$ cat src/rtl/nsa_pkg.sv
// Shared types and constants for the nibble-serial adder: FSM state encoding,
// slice width and the counter-width helper.
package nsa_pkg;

  typedef enum logic [1:0] {
    IDLE = 2'd0,
    ADD  = 2'd1,
    DONE = 2'd2
  } state_e;

  localparam int NIBBLE_W = 4;

  // A lone nibble still needs a 1-bit counter so the compare logic stays uniform.
  function automatic int cnt_width(input int n);
    return (n <= 1) ? 1 : $clog2(n);
  endfunction

endpackage

$ cat src/rtl/nibble_serial_adder_if.sv
// Operand (in_*) and result (out_*) handshakes of the nibble-serial adder.
// The slave modport is the adder side; master is the producer/consumer side.
interface nibble_serial_adder_if
  import nsa_pkg::*;
#(
  parameter int NIBBLES = 4
);
  localparam int W = NIBBLE_W * NIBBLES;

  logic         in_valid;
  logic         in_ready;
  logic [W-1:0] a;
  logic [W-1:0] b;
  logic         cin;
  logic         out_valid;
  logic         out_ready;
  logic [W-1:0] sum;
  logic         cout;
  logic         ovf;
  logic         busy;

  modport slave (
    input  in_valid, a, b, cin, out_ready,
    output in_ready, out_valid, sum, cout, ovf, busy
  );

  modport master (
    output in_valid, a, b, cin, out_ready,
    input  in_ready, out_valid, sum, cout, ovf, busy
  );

endinterface

$ cat src/rtl/rca4_slice.sv
// Combinational 4-bit ripple-carry slice; exposes the carry into bit 3 as well
// as the carry out so the caller can derive signed overflow.
module rca4_slice
  import nsa_pkg::*;
(
  input  logic [NIBBLE_W-1:0] a,
  input  logic [NIBBLE_W-1:0] b,
  input  logic                ci,
  output logic [NIBBLE_W-1:0] s,
  output logic                c3,
  output logic                c4
);

  logic [NIBBLE_W:0] w_c;

  assign w_c[0] = ci;

  genvar gi;
  generate
    for (gi = 0; gi < NIBBLE_W; gi++) begin : g_fa
      assign s[gi]       = a[gi] ^ b[gi] ^ w_c[gi];
      assign w_c[gi + 1] = (a[gi] & b[gi]) | (a[gi] & w_c[gi]) | (b[gi] & w_c[gi]);
    end
  endgenerate

  assign c3 = w_c[NIBBLE_W - 1];
  assign c4 = w_c[NIBBLE_W];

endmodule

$ cat src/rtl/nibble_serial_adder.sv
// W-bit adder that reuses one 4-bit ripple slice over NIBBLES cycles, LSB first,
// with the inter-nibble carry held in a register.
module nibble_serial_adder
  import nsa_pkg::*;
#(
  parameter int NIBBLES = 4
) (
  input  logic                  clk,
  input  logic                  rst_n,
  nibble_serial_adder_if.slave  bus
);

  localparam int W     = NIBBLE_W * NIBBLES;
  localparam int CNT_W = cnt_width(NIBBLES);
  localparam logic [CNT_W-1:0] LAST_CNT = CNT_W'(NIBBLES - 1);

  state_e           r_state;
  logic [W-1:0]     r_a_sh;
  logic [W-1:0]     r_b_sh;
  logic [W-1:0]     r_sum_sh;
  logic             r_carry;
  logic [CNT_W-1:0] r_cnt;
  logic [W-1:0]     r_sum;
  logic             r_cout;
  logic             r_ovf;
  logic             r_out_valid;

  logic [NIBBLE_W-1:0] w_s;
  logic                w_c3;
  logic                w_c4;
  logic [W-1:0]        w_sum_sh_next;

  rca4_slice u_slice (
    .a  (r_a_sh[NIBBLE_W-1:0]),
    .b  (r_b_sh[NIBBLE_W-1:0]),
    .ci (r_carry),
    .s  (w_s),
    .c3 (w_c3),
    .c4 (w_c4)
  );

  // New nibble enters at the top so that after NIBBLES shifts the LSB nibble
  // has reached bit 0; written with shifts so NIBBLES=1 needs no special case.
  assign w_sum_sh_next = (r_sum_sh >> NIBBLE_W) | (W'(w_s) << (W - NIBBLE_W));

  always_ff @(posedge clk or negedge rst_n) begin
    if (!rst_n) begin
      r_state     <= IDLE;
      r_a_sh      <= '0;
      r_b_sh      <= '0;
      r_sum_sh    <= '0;
      r_carry     <= 1'b0;
      r_cnt       <= '0;
      r_sum       <= '0;
      r_cout      <= 1'b0;
      r_ovf       <= 1'b0;
      r_out_valid <= 1'b0;
    end else begin
      case (r_state)
        IDLE: begin
          if (bus.in_valid) begin
            r_a_sh   <= bus.a;
            r_b_sh   <= bus.b;
            r_sum_sh <= '0;
            r_carry  <= bus.cin;
            r_cnt    <= '0;
            r_state  <= ADD;
          end
        end
        ADD: begin
          r_a_sh   <= r_a_sh >> NIBBLE_W;
          r_b_sh   <= r_b_sh >> NIBBLE_W;
          r_sum_sh <= w_sum_sh_next;
          r_carry  <= w_c4;
          r_cnt    <= r_cnt + CNT_W'(1);
          if (r_cnt == LAST_CNT) begin
            r_sum       <= w_sum_sh_next;
            r_cout      <= w_c4;
            r_ovf       <= w_c3 ^ w_c4;
            r_out_valid <= 1'b1;
            r_state     <= DONE;
          end
        end
        DONE: begin
          if (bus.out_ready) begin
            r_out_valid <= 1'b0;
            r_state     <= IDLE;
          end
        end
        default: begin
          r_out_valid <= 1'b0;
          r_state     <= IDLE;
        end
      endcase
    end
  end

  assign bus.in_ready  = (r_state == IDLE);
  assign bus.busy      = (r_state != IDLE);
  assign bus.out_valid = r_out_valid;
  assign bus.sum       = r_sum;
  assign bus.cout      = r_cout;
  assign bus.ovf       = r_ovf;

endmodule

$ cat src/flat_wrapper.sv
// flat-port wrapper written by rule: the top's interface ports become plain ports
module nibble_serial_adder_flat import nsa_pkg::*;
#(
  parameter int NIBBLES = 4
)
  (clk, rst_n, bus_in_valid, bus_a, bus_b, bus_cin, bus_out_ready, bus_in_ready, bus_out_valid, bus_sum, bus_cout, bus_ovf, bus_busy);
  nibble_serial_adder_if #(.NIBBLES(NIBBLES)) bus_i ();
  input  logic clk;
  input  logic rst_n;
  input wire logic [$bits(bus_i.in_valid)-1:0] bus_in_valid;
  input wire logic [$bits(bus_i.a)-1:0] bus_a;
  input wire logic [$bits(bus_i.b)-1:0] bus_b;
  input wire logic [$bits(bus_i.cin)-1:0] bus_cin;
  input wire logic [$bits(bus_i.out_ready)-1:0] bus_out_ready;
  output wire logic [$bits(bus_i.in_ready)-1:0] bus_in_ready;
  output wire logic [$bits(bus_i.out_valid)-1:0] bus_out_valid;
  output wire logic [$bits(bus_i.sum)-1:0] bus_sum;
  output wire logic [$bits(bus_i.cout)-1:0] bus_cout;
  output wire logic [$bits(bus_i.ovf)-1:0] bus_ovf;
  output wire logic [$bits(bus_i.busy)-1:0] bus_busy;
  assign bus_i.in_valid = bus_in_valid;
  assign bus_i.a = bus_a;
  assign bus_i.b = bus_b;
  assign bus_i.cin = bus_cin;
  assign bus_i.out_ready = bus_out_ready;
  assign bus_in_ready = bus_i.in_ready;
  assign bus_out_valid = bus_i.out_valid;
  assign bus_sum = bus_i.sum;
  assign bus_cout = bus_i.cout;
  assign bus_ovf = bus_i.ovf;
  assign bus_busy = bus_i.busy;
  nibble_serial_adder #(.NIBBLES(NIBBLES)) u_core (.clk(clk), .rst_n(rst_n), .bus(bus_i));
endmodule
$ cat config.mk
export PLATFORM = sky130hd
export DESIGN_NAME = nibble_serial_adder_flat
export DESIGN_NICKNAME = d
export VERILOG_FILES = /design/src/rtl/nsa_pkg.sv /design/src/rtl/nibble_serial_adder_if.sv /design/src/rtl/rca4_slice.sv /design/src/rtl/nibble_serial_adder.sv /design/src/flat_wrapper.sv
export SDC_FILE = /design/constraint.sdc
export NUM_CORES = 1
export LEC_CHECK = 0
export BUFFER_PORTS_ARGS = -buffer_cell sky130_fd_sc_hd__buf_2
export CELL_PAD_IN_SITES_DETAIL_PLACEMENT = 0
export CELL_PAD_IN_SITES_GLOBAL_PLACEMENT = 1
export CORE_UTILIZATION = 45
export DETAILED_ROUTE_END_ITERATION = 8
export GPL_TIMING_DRIVEN = 0
export PLACE_DENSITY_LB_ADDON = 0.1
export SYNTH_ARGS = -nofsm -noshare
export SYNTH_HDL_FRONTEND = slang
export SYNTH_HIERARCHICAL = 1
export SYNTH_SLANG_ARGS = --single-unit
$ cat constraint.sdc
create_clock -name clk -period 6 [get_ports clk]
set_input_delay 0.6 -clock clk [delete_from_list [all_inputs] [get_ports clk]]
set_output_delay 0.6 -clock clk [all_outputs]
set_load 0.02 [all_outputs]
==> flow_summary_export.csv <==
group,metric,value,unit
logic_synthesis,synth_seq_cells,68,
final_layout,nets,353,
setup_path,reg2regPathDepth,9,
sta,min_period,2290,ps
logic_synthesis,syn_nets,285,
final_layout,post-route-util,58.3,%
route,vias_per_cell,5.50,
logic_synthesis,syn_area,2900,um2
global_routing,grt_pass1_vias,2125,
logic_synthesis,yosys_warnings,6,
run,cap_viol_max_count,0,
worst_hold_path,hold_path_class,"input port to async pin",
setup_path,cp.required,6230,ps
floorplan,die_h,82.3,um
sta,slew_headroom,43.2,%
floorplan,die_area,6770,um2
global_routing,gr-total-overflow,0,
setup_path,path_cells,"inv_1 > fa_1 > inv_1 > fa_1 > fa_1 > inv_1 > fa_1 > inv_1 > mux2_2",
placement,place_inst,375,
final_layout,final_common_cell,"dfrtp_1",
clock_network,cts_setup_buffers,0,
global_routing,grt_first_pass_wirelength,10.5,mm
status,status,"complete, no violations",
setup_path,r2r_start,"u_core/r_a_sh[0]",
sta,final.period_utilization,38.2,%
setup_path,cp-start-kind,"flip-flop",
logic_synthesis,synth.yosys.seq_area_share,58.6,%
setup_path,crit_type,"flip-flop to flip-flop",
setup_path,crit_family,"adder cells",
pwr,powerDensity,605,nW/um2
route,ant_nets,0,
setup_path,crit_fanout,3,
final_layout,stdcell_count,391,
route,wl_per_cell,16.3,um
placement,io_buffers,57,
clock_network,hold_buffers,0,
route,routed_wl,6.37,mm
clock_network,clk_latency,340,ps
clock_network,cts_max_path_buffers,2,
setup_path,r2r-end,"u_core/bus.sum[15]",
floorplan,die_x,82.3,um
setup_path,max_stage_delay,470,ps
clock_network,ctsResizeCount,0,
setup_path,cp.arrival,2520,ps
placement,gp_congestion,0.755,
clock_network,path_clk_slew,70,ps
sta,hold_viol,0,
global_routing,grt_max_degree,69,
route,via_count,2152,
placement,hpwlAfterDp,4.38,mm
logic_synthesis,netlist_instances,243,
route,dr.pass1.iters,5,
final_layout,diodes,0,
sta,final_max_slew_viol_count,0,
sta,timing.setup.tns,0,ps
floorplan,io_pins,58,
setup_path,worst-r2r-setup-slack,3710,ps
clock_network,cts_tree,"done",
clock_network,htree_levels,3,
logic_synthesis,synth_cell_types,24,
global_routing,grtUsageTotal,21.4,%
sta,tightest_slew,852,ps
final_layout,area_delta_synth_final,21.7,%
clock_network,cts-root-buf,"clkbuf_8",
global_routing,antenna_found_initial,0,
route,drc,0,
floorplan,rows,28,
sta,max_freq,436,MHz
floorplan,start_util,47.9,%
setup_path,cp-end-kind,"flip-flop",
pwr,cellLeakagePower,1.70,nW
logic_synthesis,avgSynthCellArea,11.9,um2
clock_network,numCtsBuffers,9,
final_layout,final_cell_mix,"dfrtp_1 (68), buf_2 (67), o22ai_1 (38)",
final_layout,drive_gt1_share,36.1,%
sta,setup_viol,0,
sta,skew,5.61,ps
sta,rsz0062_at_grt,"false",
route,drtIter0Drc,90,
pwr,fin_total_pwr,2.14,mW
pwr,vdd_drop_max,0.268,mV
floorplan,core-area,6060,um2
setup_path,worst-path-buf-inv,4,
clock_network,clock_sinks,68,
setup_path,crit_path_top_delay_cell,"fa_1",
## worst max-delay path by stage
stage | from | end | slack (ps) | depth (start not counted)
3_5_place_dp | u_core/r_a_sh[0] | u_core/bus.sum[15] | 3720 | 9
3_3_place_gp | u_core/r_a_sh[0] | u_core/bus.sum[15] | 3710 | 9
2_1_floorplan | u_core/r_a_sh[0] | u_core/bus.sum[15] | 3850 | 9
5_1_grt | u_core/r_a_sh[0] | u_core/bus.sum[15] | 3590 | 9
4_1_cts | u_core/r_a_sh[0] | u_core/bus.sum[15] | 3700 | 9
6_report | u_core/r_a_sh[0] | u_core/bus.sum[15] | 3710 | 9
## registers in the layout, indices dropped and copies added (netlist names)
| name | flops |
|---|---|
| u_core/bus.sum | 16 |
| u_core/r_a_sh | 16 |
| u_core/r_b_sh | 16 |
| u_core/r_sum_sh | 12 |
| u_core/r_cnt | 2 |
| u_core/r_state | 2 |
| u_core/bus.cout | 1 |
| u_core/bus.out_valid | 1 |
| u_core/bus.ovf | 1 |
| u_core/r_carry | 1 |
## per-stage QoR
step	cell area [um2]	hold WS, ps	setup WS, ps
floorplan	2900	304	3850
finish	3530	367	3710
CTS	3530	391	3700
global placement	3280	481	3710
global route	3530	437	3590
detailed placement	3280	484	3720
## worst register-to-register path: stages (launching register included)
cell and delay [ps]:
dfrtp_1 390, inv_1 90, fa_1 410, inv_1 80
fa_1 180, fa_1 200, inv_1 60, fa_1 470
inv_1 60, mux2_2 250
## Yosys cell counts
cell type  number  area share, %
ha_1            1           0.43
buf_4           6            1.6
buf_6           1           0.39
fa_1            4            2.8
o21ba_2         1           0.34
o31ai_1         1           0.26
clkbuf_1        1           0.13
a21oi_1        25            4.3
buf_2          11            1.9
nand2_1         5           0.65
mux2_2         17            6.6
nand2b_1        4           0.86
xnor2_1         1           0.30
nand3b_1        3           0.78
a22o_1         19            5.7
o21bai_2        1           0.39
o21ai_0         7            1.2
o221a_2         2           0.78
and2b_1         1           0.26
nor2_2          2           0.43
inv_1          13            1.7
o22ai_1        38            8.2
dfrtp_1        68             59
nor2_1         11            1.4
## kinds of logic (layout without fill, tap and decap cells)
family	Yosys count	in the layout	share of synthesized area [%]
XOR/XNOR	1	1	0.302
AO/OA/AOI/OAI	94	94	21.2
flip-flops	68	68	58.6
adder cells (fa/ha/maj)	5	5	3.19
AND/OR/NAND/NOR	26	26	4.40
buffers and inverters	32	105	5.65
multiplexers	17	17	6.60
## per-layer routing
layer | GRT usage, % | part of all wire (%)
met2 | 35.2 | 49
met1 | 26.8 | 45
met5 | 0 | 0
met3 | 7.25 | 5.6
met4 | 6.14 | 0.63
## power by group
part | total [mW] | switching, mW | internal [mW] | leakage [nW]
sequential | 0.810 | 0.139 | 0.672 | 0.837
combinational | 0.866 | 0.477 | 0.389 | 0.740
clock | 0.460 | 0.173 | 0.287 | 0.122
## cell type report
cell class              count  area (um2)
repair buffers             57         288
well taps                  75        93.8
clock buffers              10         138
fillers                   536        2530
inverters                  13        48.8
flip-flops and latches     68        1700
multi-input cells         143        1040
clock inverters             6         111
plain buffers              19         115
No activity file was read; power rests on OpenSTA's default activity.
